File: src/rtl/rst_seq_ctrl.sv
// Reset sequencer: asserts all stage resets together on a request or lock loss,
// then releases them in index order once the clock manager is locked (or after a lock timeout).
module rst_seq_ctrl #(
    parameter int N_REQ        = 2,
    parameter int N_STAGE      = 3,
    parameter int HOLD_CYCLES  = 16,
    parameter int STAGE_GAP    = 8,
    parameter int LOCK_TIMEOUT = 64
) (
    input  logic                         clk,
    input  logic                         rst_n,
    input  logic [N_REQ-1:0]             req,
    input  logic                         locked,
    output logic [N_STAGE-1:0]           rst_stage,
    output logic                         busy,
    output logic                         done,
    output logic                         timeout,
    output logic [$clog2(N_REQ+1)-1:0]   req_src
);
    localparam int M1   = (HOLD_CYCLES > STAGE_GAP) ? HOLD_CYCLES : STAGE_GAP;
    localparam int CMAX = (M1 > LOCK_TIMEOUT) ? M1 : LOCK_TIMEOUT;
    localparam int CW   = $clog2(CMAX + 1);
    localparam int SW   = $clog2(N_REQ + 1);

    localparam logic [CW-1:0] HOLD_LOAD = CW'(HOLD_CYCLES - 1);
    localparam logic [CW-1:0] GAP_LOAD  = CW'(STAGE_GAP - 1);
    localparam logic [CW-1:0] LOCK_LAST = CW'(LOCK_TIMEOUT - 1);
    localparam logic [SW-1:0] SRC_LOCK  = SW'(N_REQ);

    typedef enum logic [2:0] {IDLE, HOLD, WAIT_LOCK, RELEASE, FIN} state_t;

    state_t             state_q, state_d;
    logic [CW-1:0]      cnt_q, cnt_d;
    logic [N_STAGE-1:0] stage_q, stage_d;
    logic               to_q, to_d;
    logic [SW-1:0]      src_q, src_d;
    logic               req_hit;
    logic [SW-1:0]      req_idx;

    assign req_hit = |req;

    always_comb begin
        req_idx = '0;
        for (int i = N_REQ - 1; i >= 0; i--)
            if (req[i]) req_idx = SW'(i);
    end

    // Reset value equals the state one edge before an accept, so the first
    // edge after rst_n rises behaves exactly like an accept edge.
    always_ff @(posedge clk or negedge rst_n) begin
        if (!rst_n) begin
            state_q <= HOLD;
            cnt_q   <= CW'(HOLD_CYCLES);
            stage_q <= '1;
            to_q    <= 1'b0;
            src_q   <= SRC_LOCK;
        end else begin
            state_q <= state_d;
            cnt_q   <= cnt_d;
            stage_q <= stage_d;
            to_q    <= to_d;
            src_q   <= src_d;
        end
    end

    always_comb begin
        state_d = state_q;
        cnt_d   = cnt_q;
        stage_d = stage_q;
        to_d    = to_q;
        src_d   = src_q;
        case (state_q)
            IDLE, FIN: begin
                if (req_hit || !locked) begin
                    state_d = HOLD;
                    cnt_d   = HOLD_LOAD;
                    stage_d = '1;
                    to_d    = 1'b0;
                    src_d   = req_hit ? req_idx : SRC_LOCK;
                end else begin
                    state_d = IDLE;
                end
            end
            HOLD: begin
                if (cnt_q == '0) begin
                    state_d = WAIT_LOCK;
                    cnt_d   = '0;
                end else begin
                    cnt_d = cnt_q - CW'(1);
                end
            end
            WAIT_LOCK: begin
                if (locked || cnt_q == LOCK_LAST) begin
                    if (!locked) to_d = 1'b1;
                    stage_d = stage_q << 1;
                    cnt_d   = GAP_LOAD;
                    state_d = (stage_d == '0) ? FIN : RELEASE;
                end else begin
                    cnt_d = cnt_q + CW'(1);
                end
            end
            RELEASE: begin
                // A forced (timed-out) release keeps going even without lock.
                if (req_hit || (!locked && !to_q)) begin
                    state_d = HOLD;
                    cnt_d   = HOLD_LOAD;
                    stage_d = '1;
                    to_d    = 1'b0;
                    src_d   = req_hit ? req_idx : SRC_LOCK;
                end else if (cnt_q == '0) begin
                    stage_d = stage_q << 1;
                    cnt_d   = GAP_LOAD;
                    state_d = (stage_d == '0) ? FIN : RELEASE;
                end else begin
                    cnt_d = cnt_q - CW'(1);
                end
            end
            default: state_d = IDLE;
        endcase
    end

    assign rst_stage = stage_q;
    assign busy      = (state_q != IDLE) && (state_q != FIN);
    assign done      = (state_q == FIN);
    assign timeout   = to_q;
    assign req_src   = src_q;
endmodule

File: config.mk
export PLATFORM = sky130hd
export DESIGN_NAME = rst_seq_ctrl
export DESIGN_NICKNAME = d
export VERILOG_FILES = /design/src/rtl/rst_seq_ctrl.sv
export SDC_FILE = /design/constraint.sdc
export NUM_CORES = 1
export LEC_CHECK = 0
export CAP_MARGIN = 20
export CORE_MARGIN = 8
export CORE_UTILIZATION = 25
export CTS_CLUSTER_SIZE = 16
export DETAILED_ROUTE_END_ITERATION = 16
export PLACE_DENSITY = 0.53
export SLEW_MARGIN = 20
export SYNTH_ARGS = -nofsm -noshare
export SYNTH_HDL_FRONTEND = slang
export SYNTH_SLANG_ARGS = --single-unit
File: constraint.sdc
create_clock -name clk -period 2 [get_ports clk]
set_input_delay 0.5 -clock clk [delete_from_list [all_inputs] [get_ports clk]]
set_output_delay 0.5 -clock clk [all_outputs]
set_load 0.02 [all_outputs]
Word-level counts from Yosys, hierarchy flattened
Cells that the tools add are included.
{"block": "word_totals", "regBits": 16, "in_bits": 5, "out_inout_bits": 8, "word_cells": 69}
{"block": "classes", "add_sub_neg": 2, "n_eq_ne": 12, "mux": 29, "n_reduce_logical": 21}
{"cell": "$mux W7", "n": 5}
{"cell": "$pmux W7 S4", "n": 1}
{"cell": "$mux W3", "n": 9}
{"cell": "$pmux W3 S4", "n": 1}
{"cell": "$ne A2 B2 Y1 const B", "n": 5}
{"cell": "$pmux W3 S3", "n": 1}
{"cell": "$add A7 B1 Y7 const B", "n": 1}
{"cell": "$eq A7 B6 Y1 const B", "n": 1}
{"cell": "$logic_not A7 Y1", "n": 1}
{"cell": "$mux W1", "n": 7}
{"cell": "$sub A7 B1 Y7 const B", "n": 1}
{"cell": "$eq A3 B2 Y1 const B", "n": 2}
{"cell": "$logic_not A3 Y1", "n": 2}
{"cell": "$mux W2", "n": 3}
{"cell": "$ne A3 B3 Y1 const B", "n": 2}
{"cell": "$reduce_and A3 Y1", "n": 2}
{"cell": "$reduce_bool A3 Y1", "n": 2}
{"cell": "$reduce_and A5 Y1", "n": 1}
{"cell": "$pmux W2 S2", "n": 1}
{"cell": "$reduce_and A4 Y1", "n": 1}
{"cell": "$reduce_bool A4 Y1", "n": 1}
{"cell": "$reduce_or A2 Y1", "n": 2}
{"cell": "$eq A3 B1 Y1 const B", "n": 1}
{"cell": "$eq A3 B3 Y1 const B", "n": 1}
{"cell": "other kinds (6)", "n": 10}

Logic depth before layout (Yosys ltp)
{"block": "depth", "depth_word": 5, "depth_mapped": 7, "ltp_nobuf": 7}

Worst setup path after synthesis
Ideal clock, no wire load.
{"block": "synth_path", "kind": "reg-to-reg", "start": "register cnt_q[0]", "end": "register stage_q[1], in the netlist rst_stage[1]", "setup_time_ns": 0.082, "arrival_time_ns": 1.755, "required_ns": 1.918, "slack_ns": 0.163, "path_stages_with_launch": 7, "n_path_buf": 0, "period_less_slack_ns": 1.837, "cell_sequence": "dfrtp_1 ha_1 and3_4 a2111o_1 o21ai_2 a31oi_2 mux2_4"}
{"block": "synth_between", "elab_chain_cells": 4, "word_cells_on_any_way": 6, "classes_between": "eq/ne (3); reduce/logical (3)"}
{"element": "start: declaration", "line_no": "33", "source": "logic [CW-1:0] cnt_q, cnt_d;"}
{"element": "start signal: assignment", "line_no": "53", "source": "cnt_q <= CW'(HOLD_CYCLES);"}
{"element": "start signal: assignment", "line_no": "59", "source": "cnt_q <= cnt_d;"}
{"element": "$eq A7 B6 Y1", "line_no": "93", "source": "if (locked || cnt_q == LOCK_LAST) begin"}
{"element": "$logic_or A1 B1 Y1", "line_no": "93"}
{"element": "$ne A2 B2 Y1 (no line)"}
{"element": "$reduce_and A4 Y1 (no line) *"}
{"element": "end signal: assignment", "line_no": "60", "source": "stage_q <= stage_d;"}
{"element": "end: declaration", "line_no": "34", "source": "logic [N_STAGE-1:0] stage_q, stage_d;"}
Mark *: on every way between the ends. The rest lies on a longest branch, timed or not.
A chain may end at the register's enable or synchronous reset.

Worst setup path in the final report
{"block": "layout_path", "start": "register stage_q[1], in the netlist rst_stage[1]", "end": "output rst_stage[1]"}
{"element": "end: declaration", "line_no": "14", "source": "output logic [N_STAGE-1:0] rst_stage,"}
No word-level cell between the ends.

==> results.txt <==
----------------------------------------------------
[Timing]
  Post-route worst hold slack ... 0.469 ns
  Final number of hold-violating endpoints ... 0
  Worst rel slew slack ... 0.764
  Worst-margin pin slew ... 0.354 ns
  Slew Viols, Final ... 0
  Fmax ... 522 MHz
  Clk_skew ... 0.00366 ns
  Setup violations, final ... 0
  Fin worst setup slack ... 0.0837 ns
  Shortest period the worst path allows ... 1.92 ns
  Share of the cycle needed by the critical path after routing ... 0.958

[Setup path]
  Worst Setup Start Kind ... register
  Worst reg2reg endpoint ... cnt_q[5]$_DFFE_PN0P_
  Critical path endpoint ... rst_stage[1]
  Worst stage delay on the critical path ... 0.60 ns
  Arrival time at the worst endpoint ... 1.42 ns
  Critical Path Stages ... 1
  WP buf/inv ... 1
  Worst-path fanout max ... 4
  Endpoint kind of the worst setup timing path ... output pin
  Register-to-Register Path Depth ... 7
  CP Class ... reg2out
  Kind of cell adding the most delay to the critical path ... buffers and inverters
  Slowest CP cell ... sky130_fd_sc_hd__clkdlybuf4s50_1
  Worst setup startpoint ... rst_stage[1]$_DFFE_PN1P_
  R2R setup slack ... 0.09 ns
  Ordered list of cells on the worst path ... clkdlybuf4s50_1
  Required arrival time at the worst endpoint ... 1.50 ns
  Worst reg2reg startpoint ... cnt_q[0]$_DFFE_PN0P_

[Clock tree]
  TritonCTS clock tree ... yes
  Clock latency reported for the late side of the worst-skew pair ... 0.26 ns
  Num Clock Sinks ... 16
  Clock-pin slew of the registers on the worst-case setup and hold paths ... 0.07 ns
  Clock buffer depth ... 2
  Cts-stage hold buffer count ... 0
  Clock root cell ... sky130_fd_sc_hd__clkbuf_8
  CTS Buf Count ... 3
  Number of H-tree levels ... 1

[Power and ir drop]
  Part of the total power dissipated in combinational logic ... 0.568
  Switching power ... 0.878 mW
  Switching share of power ... 0.413
  Maximum vdd drop ... 341 µV
  Sequential group share of total power ... 0.291
  Clock group share of total power ... 0.141
  Cell Pwr Density ... 1440 nW/µm²
  Leakage component of the power ... 0.630 nW
  Internal portion of total power ... 1.25 mW

[Floorplan]
  Top-Level Pins ... 13
  Area of the die ... 6730 µm²
  Initial core utilization ... 0.256
  Chip Height ... 82.0 µm
  Floorplan die width ... 82.0 µm
  Core Box Area ... 4260 µm²
  Number of rows created at floorplan ... 24

[Synthesis]
  Number of warnings issued by yosys ... 0
  Largest cells by area after synthesis ... sky130_fd_sc_hd__dfrtp_1 23%, sky130_fd_sc_hd__dfstp_2 14%, sky130_fd_sc_hd__nor2_1 4.8%, sky130_fd_sc_hd__o21a_1 3.4%, sky130_fd_sc_hd__a21oi_1 3.2%
  Distinct cell type count after synthesis ... 49
  Post-synthesis area per instance ... 8.93 µm²
  Cell accounting for the most synthesized area ... sky130_fd_sc_hd__dfrtp_1
  Synthesized instance count ... 122
  Part of the Yosys area used for sequential elements ... 0.374
  Synth Net Count ... 129
  Post-synth top area share ... 0.230
  Post-synth EDFFs ... 0
  Synthesized cell area ... 1090 µm²
  Most frequently used flop master after synthesis ... sky130_fd_sc_hd__dfrtp_1
  #FFs+latches synth ... 16
  Post-synthesis async set-or-reset flop share ... 1.00

[Final layout]
  Synthesis-to-finish area growth ... 35.5%
  N_diodes ... 0
  Non-filler instance count after layout ... 208
  Proportion of layout cells with a drive suffix above 1 ... 0.288
  Fillcell total ... 453
  Nets ... 164

[Global routing]
  Global-route wire length before repair ... 4950 µm
  Pin count of the biggest net entering global routing ... 17
  Overflow left after global routing ... 0
  Global routing usage summed across all routing layers ... 0.0931
  Number of antenna violations at the first check in global routing ... 0
  Number of global-route vias before repair ... 1077

[Placement]
  RePlAce Congestion ... 0.786
  Final HPWL from detailed placement ... 2300 µm
  Placed Instances ... 202
  IO Port Bufs ... 12
  Setup slack after placement ... -0.132 ns

[Min path]
  Hold crit path type ... reg2reg

[Route]
  TritonRoute pass-1 iters ... 4
  DRC violations left ... 0
  Post-route ant nets ... 0
  Per-cell routed wire length ... 14.1 µm
  Number of vias after detailed routing ... 1057
  Detailed Route Iter0 Violations ... 65
  WL final ... 2940 µm
  Mean number of vias per cell ... 5.08

[Flow run]
  Number of violations of the max-capacitance limit ... 0

[Run status]
  Outcome ... complete, no violations

----------------------------------------------------
-- cell type report --
cell class,instances,area [µm²],area share
repair buffers,34,283,0.192
well taps,52,65.1,0.0441
inverters,9,33.8,0.0229
clock buffers,4,55.1,0.0373
flip-flops and latches,16,409,0.277
multi-input cells,93,631,0.427
-- routing by layer --
| metal | share of wire | global-route usage |
|---|---|---|
| met1 | 0.44 | 0.106 |
| met2 | 0.50 | 0.170 |
| met3 | 0.051 | 0.0186 |
| met4 | 0.0065 | 0.0263 |
| met5 | 0 | 0 |
-- power groups by stage --
stage	Clock (mW)	Sequential, mW	Combinational [mW]
after CTS	0.310	0.609	1.20
after global placement	0	0.608	1.18
after floorplan	0	0.594	0.761
after detailed placement	0	0.616	1.20
after global routing	0.324	0.644	1.32
final	0.300	0.618	1.21
-- sequential cells by signal (all words and copies together), names as in the netlist --
signal and cells:
cnt_q 7, rst_stage 3, state_q 3, req_src 2, timeout 1
-- cells by family after synthesis --
family / count (synthesis) / share of synthesized area
adders and majority gates: 2 / 0.0230
xor gates and xnor gates: 2 / 0.0161
muxes: 3 / 0.0333
DFF: 16 / 0.374
buffers and inverters: 13 / 0.0551
and+or+nand+nor: 46 / 0.227
AOI/OAI and AO/OA: 40 / 0.271
-- worst min-delay path by stage --
| stage | start | endpoint | slack [ns] | cells past startpoint |
|---|---|---|---|---|
| finish | rst_stage[2]$_DFFE_PN1P_ | rst_stage[2]$_DFFE_PN1P_ | 0.47 | 2 |
| floorplan | rst_n | cnt_q[0]$_DFFE_PN0P_ | 0.20 | 0 |
| global placement | rst_stage[2]$_DFFE_PN1P_ | rst_stage[2]$_DFFE_PN1P_ | 0.46 | 2 |
| global route | rst_stage[2]$_DFFE_PN1P_ | rst_stage[2]$_DFFE_PN1P_ | 0.50 | 2 |
| detailed placement | rst_stage[2]$_DFFE_PN1P_ | rst_stage[2]$_DFFE_PN1P_ | 0.46 | 2 |
| CTS | rst_stage[2]$_DFFE_PN1P_ | rst_stage[2]$_DFFE_PN1P_ | 0.48 | 2 |
-- placed cells by master (no fill, tap or decap), types with 3 or more instances in the layout --
| master | instances |
|---|---|
| sky130_fd_sc_hd__dfrtp_1 | 9 |
| sky130_fd_sc_hd__clkbuf_8 | 4 |
| sky130_fd_sc_hd__dfstp_2 | 6 |
| sky130_fd_sc_hd__o221ai_1 | 3 |
| sky130_fd_sc_hd__nand2_1 | 8 |
| sky130_fd_sc_hd__inv_1 | 8 |
| sky130_fd_sc_hd__a21oi_1 | 7 |
| sky130_fd_sc_hd__nor3_1 | 3 |
| sky130_fd_sc_hd__buf_4 | 22 |
| sky130_fd_sc_hd__o21ai_0 | 3 |
| sky130_fd_sc_hd__o21a_1 | 5 |
| sky130_fd_sc_hd__nand3_1 | 5 |
| sky130_fd_sc_hd__clkdlybuf4s50_1 | 10 |
| sky130_fd_sc_hd__nor2_1 | 14 |
-- metrics by stage --
stage,utilization,power (mW),cell area (µm²),TNS [ns]
floorplan,-,1.35,1090,0
global placement,0.328,1.79,1400,-0.409
detailed placement,0.328,1.81,1400,-0.742
CTS,0.340,2.12,1450,0
global route,0.346,2.29,1480,-0.0109
finish,0.346,2.12,1480,0
-- cell usage after synthesis (2+ instances only) --
cell,n
sky130_fd_sc_hd__a21oi_1,7
sky130_fd_sc_hd__a311oi_1,2
sky130_fd_sc_hd__and2_1,2
sky130_fd_sc_hd__and3_1,2
sky130_fd_sc_hd__buf_2,3
sky130_fd_sc_hd__dfrtp_1,10
sky130_fd_sc_hd__dfstp_2,6
sky130_fd_sc_hd__ha_1,2
sky130_fd_sc_hd__inv_1,8
sky130_fd_sc_hd__nand2_1,8
sky130_fd_sc_hd__nand2b_1,2
sky130_fd_sc_hd__nand3_1,5
sky130_fd_sc_hd__nand3b_1,2
sky130_fd_sc_hd__nor2_1,14
sky130_fd_sc_hd__nor3_1,3
sky130_fd_sc_hd__o2111ai_1,2
sky130_fd_sc_hd__o21a_1,5
sky130_fd_sc_hd__o21ai_0,3
sky130_fd_sc_hd__o21ai_1,2
sky130_fd_sc_hd__o221ai_1,3
sky130_fd_sc_hd__o22a_1,2
sky130_fd_sc_hd__xnor2_1,2
-- worst register-to-register path: cells and delay by family, from the launching register on --
| kind | cells | cell delay (ns) |
|---|---|---|
| compound gates | 3 | 0.72 |
| flops | 1 | 0.44 |
| buf+inv | 1 | 0.18 |
| simple gates | 2 | 0.32 |
| fa+ha+maj | 1 | 0.20 |
-- what timing repair did --
| item | CTS | global route |
|---|---|---|
| setup endpoints to repair | 2 | 3 |
| pin swaps | 0 | 1 |
| setup buffers | 0 | 2 |
| resized for setup | 2 | 3 |
(Power assumes the default switching activity.)
==> RTL change 1 (same settings) <==
Register the inputs `req` and `locked` before use. The logic sees them one clock later.
--- a/src/rtl/rst_seq_ctrl.sv
+++ b/src/rtl/rst_seq_ctrl.sv
@@ -29,6 +29,14 @@
 
     typedef enum logic [2:0] {IDLE, HOLD, WAIT_LOCK, RELEASE, FIN} state_t;
 
+    logic [N_REQ-1:0] req_q;
+    logic locked_q;
+
+    always_ff @(posedge clk) begin
+        req_q    <= req;
+        locked_q <= locked;
+    end
+
     state_t             state_q, state_d;
     logic [CW-1:0]      cnt_q, cnt_d;
     logic [N_STAGE-1:0] stage_q, stage_d;
@@ -37,12 +45,12 @@
     logic               req_hit;
     logic [SW-1:0]      req_idx;
 
-    assign req_hit = |req;
+    assign req_hit = |req_q;
 
     always_comb begin
         req_idx = '0;
         for (int i = N_REQ - 1; i >= 0; i--)
-            if (req[i]) req_idx = SW'(i);
+            if (req_q[i]) req_idx = SW'(i);
     end
 
     // Reset value equals the state one edge before an accept, so the first
@@ -71,7 +79,7 @@
         src_d   = src_q;
         case (state_q)
             IDLE, FIN: begin
-                if (req_hit || !locked) begin
+                if (req_hit || !locked_q) begin
                     state_d = HOLD;
                     cnt_d   = HOLD_LOAD;
                     stage_d = '1;
@@ -90,8 +98,8 @@
                 end
             end
             WAIT_LOCK: begin
-                if (locked || cnt_q == LOCK_LAST) begin
-                    if (!locked) to_d = 1'b1;
+                if (locked_q || cnt_q == LOCK_LAST) begin
+                    if (!locked_q) to_d = 1'b1;
                     stage_d = stage_q << 1;
                     cnt_d   = GAP_LOAD;
                     state_d = (stage_d == '0) ? FIN : RELEASE;
@@ -101,7 +109,7 @@
             end
             RELEASE: begin
                 // A forced (timed-out) release keeps going even without lock.
-                if (req_hit || (!locked && !to_q)) begin
+                if (req_hit || (!locked_q && !to_q)) begin
                     state_d = HOLD;
                     cnt_d   = HOLD_LOAD;
                     stage_d = '1;
Formal check against the unedited RTL: no difference found for any inputs over 10 cycles, from zero or initial values and one cycle with rst_n low; that may be too few to reach the edited logic, so the function may still have changed.
==> RTL change 1 against the original RTL <==
Via count shrank 4.2%; worst setup slack lost 0.019 ns; cell area shrank 1.8%; wire length shrank 6.3%; sequential cell count grew 3; core utilization shrank 3.7 points; combinational power shrank 16%; cell count shrank 4.3%; synthesized area grew 11%; non-clock buffer count shrank 17; hold slack lost 0.0031 ns; total power shrank 8.1%; global-route usage shrank 1.0 points; maximum frequency shrank 0.98%; critical path type unchanged; critical endpoint is now rst_stage[0]; highest routed layer unchanged.
==> RTL change 1: results (changes against the original RTL) <==
| Metric | Value |
|---|---|
| Largest cells by area after synthesis | `dfrtp_1, dfstp_2, dfxtp_1` |
| Worst-Skew Late Latency | `0.26 ns (about the same)` |
| Syn nets | `137 (+6.2%)` |
| Fin nets | `153 (-6.7%)` |
| Largest net degree at the start of global routing | `17 (unchanged)` |
| Initial antenna violation count | `0 (unchanged)` |
| First-pass GRT wire length | `4926 um (-0.57%)` |
| Clock tree root driver cell | `clkbuf_8` |
| Drt via density | `5.090 (+0.17%)` |
| Distinct cell type count after synthesis | `49 (unchanged)` |
| CP arrival | `1.44 ns (+0.02 ns)` |
| Detail Placement HPWL | `2081 um (-9.5%)` |
| All-Layer GR Usage | `0.08275 (-0.01034)` |
| Min-delay worst type | `reg2reg` |
| Clock-pin slew on the worst setup and hold paths | `0.07 ns (about the same)` |
| Delay-heaviest family, CP | `buffers and inverters` |
| Number of port buffers | `12 (unchanged)` |
| 1st-iter DRT viols | `91 (+40%)` |
| VDD IR max | `0.4435 mV (+30%)` |
| Max Clock Skew | `0.002379 ns (-0.001283 ns)` |
| H-tree depth | `1 (unchanged)` |
| Max FFs per register | `7 (unchanged)` |
| Pre-antenna DRT Iters | `4 (unchanged)` |
| Worst Hold Depth | `2 (unchanged)` |
| Share of layout cells above drive strength 1 | `0.1931 (-0.09536)` |
| Commonest cells post-synth | `nand2_1, nor2_1, dfrtp_1` |
| Fill count | `500 (+10%)` |
| Routed wire length | `2759 um (-6.3%)` |
| Worst Tran Pin Value | `0.5218 ns (+0.1676 ns)` |
| Clock tree buffer depth | `2 (unchanged)` |
| Slowest cell on crit path | `clkdlybuf4s50_1` |
| # Post-CTS Setup Buffers | `0 (unchanged)` |
| GP Congestion | `0.8219 (+4.6%)` |
| Num CTS Buffers | `3 (unchanged)` |
| Ys Warns | `0 (unchanged)` |
| Worst path max stage delay | `0.61 ns` |
| Leakage | `0.0005857 uW (-7.0%)` |
| Register area share after synthesis | `0.3856 (+0.01128)` |
| Number of cells on the worst reg-to-reg path | `7 (unchanged)` |
| Async S/R FF share, synth | `0.8421 (-0.1579)` |
| Vias in the first global route | `1046 (-2.9%)` |
| CP max FO | `5 (+1)` |
| Largest Register | `cnt_q` |
| Inserted Diodes | `0 (unchanged)` |
| Outcome | `complete, no violations` |
==> RTL change 1: final cells by class <==
type / count / area share
clock buffers: 3 / 0.02847
clock inverters: 1 / 0.003451
inverters: 7 / 0.01812
multi-input cells: 98 / 0.4737
flip-flops and latches: 19 / 0.3227
well taps: 54 / 0.04659
repair buffers: 17 / 0.1070
==> RTL change 1: power by group <==
group / total [uW] / internal, uW / leakage [uW] / switching, uW
clock network: 275 / 139 / 0.0000255 / 137
logic: 1020 / 476 / 0.000349 / 549
registers: 652 / 522 / 0.000211 / 130
==> RTL change 1: metrics by stage <==
| step | instances | worst slack, ns | hold slack (ns) | total power (uW) | area [um^2] |
|---|---|---|---|---|---|
| 3_3_place_gp | 195 | 0.1272 | 0.4467 | 1675 | 1398 |
| 3_5_place_dp | 195 | 0.08452 | 0.4550 | 1674 | 1398 |
| 2_1_floorplan | 130 | 0.2259 | 0.2044 | 1418 | 1214 |
| 4_1_cts | 199 | 0.04366 | 0.4664 | 1961 | 1444 |
| 6_report | 199 | 0.06466 | 0.4663 | 1951 | 1450 |
| 5_1_grt | 199 | 0.00003753 | 0.4950 | 2127 | 1450 |
==> RTL change 1: kinds of logic (layout without fill, tap and decap cells) <==
family	after synthesis	after routing	share of synthesized area
flip-flops	19	19	0.3856
XOR/XNOR	2	2	0.01444
adder cells (fa/ha/maj)	2	2	0.02062
AND/OR/NAND/NOR	50	50	0.2350
AO/OA/AOI/OAI	40	40	0.2546
multiplexers	4	4	0.03402
buffers and inverters	13	28	0.05566
==> RTL change 1: worst paths after layout <==
path,from,slack [ns],endpoint
setup / recovery,rst_stage[0],0.06,rst_stage[0]
hold / removal,req_q[1],0.47,req_src[0]
setup reg to reg,cnt_q[0],0.13,rst_stage[1]
hold reg to reg,req_q[1],0.47,req_src[0]
max in group asynchronous,rst_n,1.19,req_src[1]
min in group asynchronous,rst_n,0.55,cnt_q[1]
==> RTL change 1: repair_timing <==
item	4_1_cts	5_1_grt
gates resized for setup	3	1
pin swaps	0	2
endpoints found under the setup margin	2	4
==> RTL change 1: routing by layer <==
layer  vias up  share of wire  global-route usage
li1        500              -                   -
met1       486           0.44              0.1001
met2        22           0.48              0.1354
met3         5          0.049             0.01624
met4         0          0.023             0.04299
met5         -              0                   0
==> RTL change 2 (config.mk and constraints unchanged) <==
Without the edit above. `N_REQ`: 2 -> 1.
--- a/src/rtl/rst_seq_ctrl.sv
+++ b/src/rtl/rst_seq_ctrl.sv
@@ -1,7 +1,7 @@
 // Reset sequencer: asserts all stage resets together on a request or lock loss,
 // then releases them in index order once the clock manager is locked (or after a lock timeout).
 module rst_seq_ctrl #(
-    parameter int N_REQ        = 2,
+    parameter int N_REQ        = 1,
     parameter int N_STAGE      = 3,
     parameter int HOLD_CYCLES  = 16,
     parameter int STAGE_GAP    = 8,
Ports: changed (resized req and req_src); port bits go from 13 to 11. No check against the original RTL was run, so the function may have changed too.
==> RTL change 2 against the original RTL <==
Non-clock buffer count decreased by 10; sequential cell count decreased by 1; wire length decreased by 1.5%; synthesized area decreased by 0.80%; total power decreased by 13%; cell area decreased by 6.6%; largest power group unchanged; worst setup slack got worse by 0.0046 ns; highest routed layer unchanged; synthesized cell count decreased by 0.82%.
==> RTL change 2: results (changes against the original RTL) <==
| Metric | Value |
|---|---|
| Critical R2R Launch | `cnt_q[1]` |
| HP Start | `rst_stage[0]` |
| Largest net degree at the start of global routing | `16 (-1)` |
| Worst-Skew Late Latency | `0.25 ns` |
| Adder and majority cell fraction of the synthesized area | `0.02315 (+0.0001860)` |
| Share of layout cells above drive strength 1 | `0.2292 (-0.05929)` |
| Detail Placement HPWL | `2231 um (-3.0%)` |
| Hold slack final | `0.5020 ns (+0.03257 ns)` |
| Commonest cells post-synth | `a21oi_1, nor2_1, dfrtp_1` |
| Net Sw Frac | `0.4184 (+0.005004)` |
| Met3 WL post-DR | `155 um (+4.0%)` |
| Vias in the first global route | `1009 (-6.3%)` |
| Distinct cell type count after synthesis | `46 (-6.1%)` |
| Number of port buffers | `10 (-2)` |
| Leakage | `0.0005571 uW (-11%)` |
| Met2 routed WL | `1366 um (-8.1%)` |
| Mux cell area share after synthesis | `0 (-0.03330)` |
| Fin nets | `151 (-7.9%)` |
| Relative slew slack | `0.6853 (-0.07859)` |
| Drt via density | `5.352 (+5.3%)` |
| Number of cells on the worst reg-to-reg path | `5 (-2)` |
| Largest cells by area after synthesis | `dfrtp_1, dfstp_2, a21oi_1` |
| Power share of the combinational group | `0.557 (-0.011)` |
| Clock-pin slew on the worst setup and hold paths | `0.07 ns (about the same)` |
| Highest metal used | `met4` |
| Compound-Gate Fraction of Synth Area | `0.3241 (+0.05312)` |
| Syn nets | `127 (-1.6%)` |
| First-pass GRT wire length | `4781 um (-3.5%)` |
| CP max FO | `5 (+1)` |
| H-tree depth | `1 (unchanged)` |
| Synth Area in XOR/XNOR | `0.008102 (-0.007972)` |
| Routed wire length | `2898 um (-1.5%)` |
| R2R Setup Slk | `0.23 ns (+0.14 ns)` |
| Fill count | `452 (-0.22%)` |
| All-Layer GR Usage | `0.08931 (-0.003787)` |
| Endpoint, Worst Hold | `rst_stage[0]` |
| DRT met1 WL | `1361 um (+5.7%)` |
| GP Congestion | `0.8200 (+4.4%)` |
| Placed cells | `192 (-5.0%)` |
| Mapped Cells | `121 (-0.82%)` |
| Outcome | `complete, no violations` |
| Slowest cell on crit path | `clkdlybuf4s50_1` |
| Max Clock Skew | `0.004056 ns (+0.0003936 ns)` |
| Register area share after synthesis | `0.3542 (-0.02012)` |
| Inserted Diodes | `0 (unchanged)` |
| VDD IR max | `0.6324 mV (+85%)` |
| 1st-iter DRT viols | `115 (+77%)` |
| Delay-heaviest family, CP | `buffers and inverters` |
| Per-cell routed wire length | `14.79 um (+4.5%)` |
| Placed inst area | `1320 um^2 (-5.6%)` |
[RTL change 2: power by group through the flow]
stage          sequential, uW  combinational, uW  clock [uW]
2_1_floorplan             563                675           0
3_3_place_gp              562               1020           0
3_5_place_dp              565               1020           0
4_1_cts                   570               1030         267
5_1_grt                   589               1140         274
6_report                  570               1030         252
[RTL change 2: worst max-delay path by stage]
stage	startpoint	end	cells past startpoint
floorplan	cnt_q[0]	rst_stage[2]	6
global placement	locked	state_q[2]	4
detailed placement	locked	state_q[2]	4
CTS	locked	state_q[2]	4
global route	rst_stage[1]	rst_stage[1]	1
finish	rst_stage[1]	rst_stage[1]	1
[RTL change 2: per-layer routing]
| layer | GRT usage | vias to the layer above |
|---|---|---|
| met2 | 0.1421 | 24 |
| met5 | 0 | - |
| met4 | 0.01754 | 0 |
| li1 | - | 503 |
| met1 | 0.1159 | 520 |
| met3 | 0.02845 | 2 |
[RTL change 2: stage by stage]
stage                     worst slack, ns    util  setup TNS (ns)
final                             0.07904  0.3234               0
after global routing              0.03562  0.3234               0
after CTS                         0.03255  0.3213               0
after detailed placement          -0.2321  0.3096         -0.7918
after global placement           -0.08148  0.3096         -0.2870
after floorplan                    0.3556       -               0
[RTL change 2: cells by family after synthesis]
group | Yosys count
AOI/OAI and AO/OA | 48
xor gates and xnor gates | 1
adders and majority gates | 2
buffers and inverters | 10
DFF | 15
and+or+nand+nor | 45
[RTL change 2: what timing repair did]
action / CTS / global route
hold buffers: 0 / 0
resized for setup: 4 / 2
buffers inserted: 0 / 0
pin swaps: 0 / 0
setup endpoints to repair: 2 / 2
[RTL change 2: area by class of cell]
cell class,count,share of cell area
multi-input combinational,96,0.4819
timing repair buffer,24,0.1470
sequential,15,0.2777
inverter,5,0.01361
tap,52,0.04719
clock buffer,4,0.03267
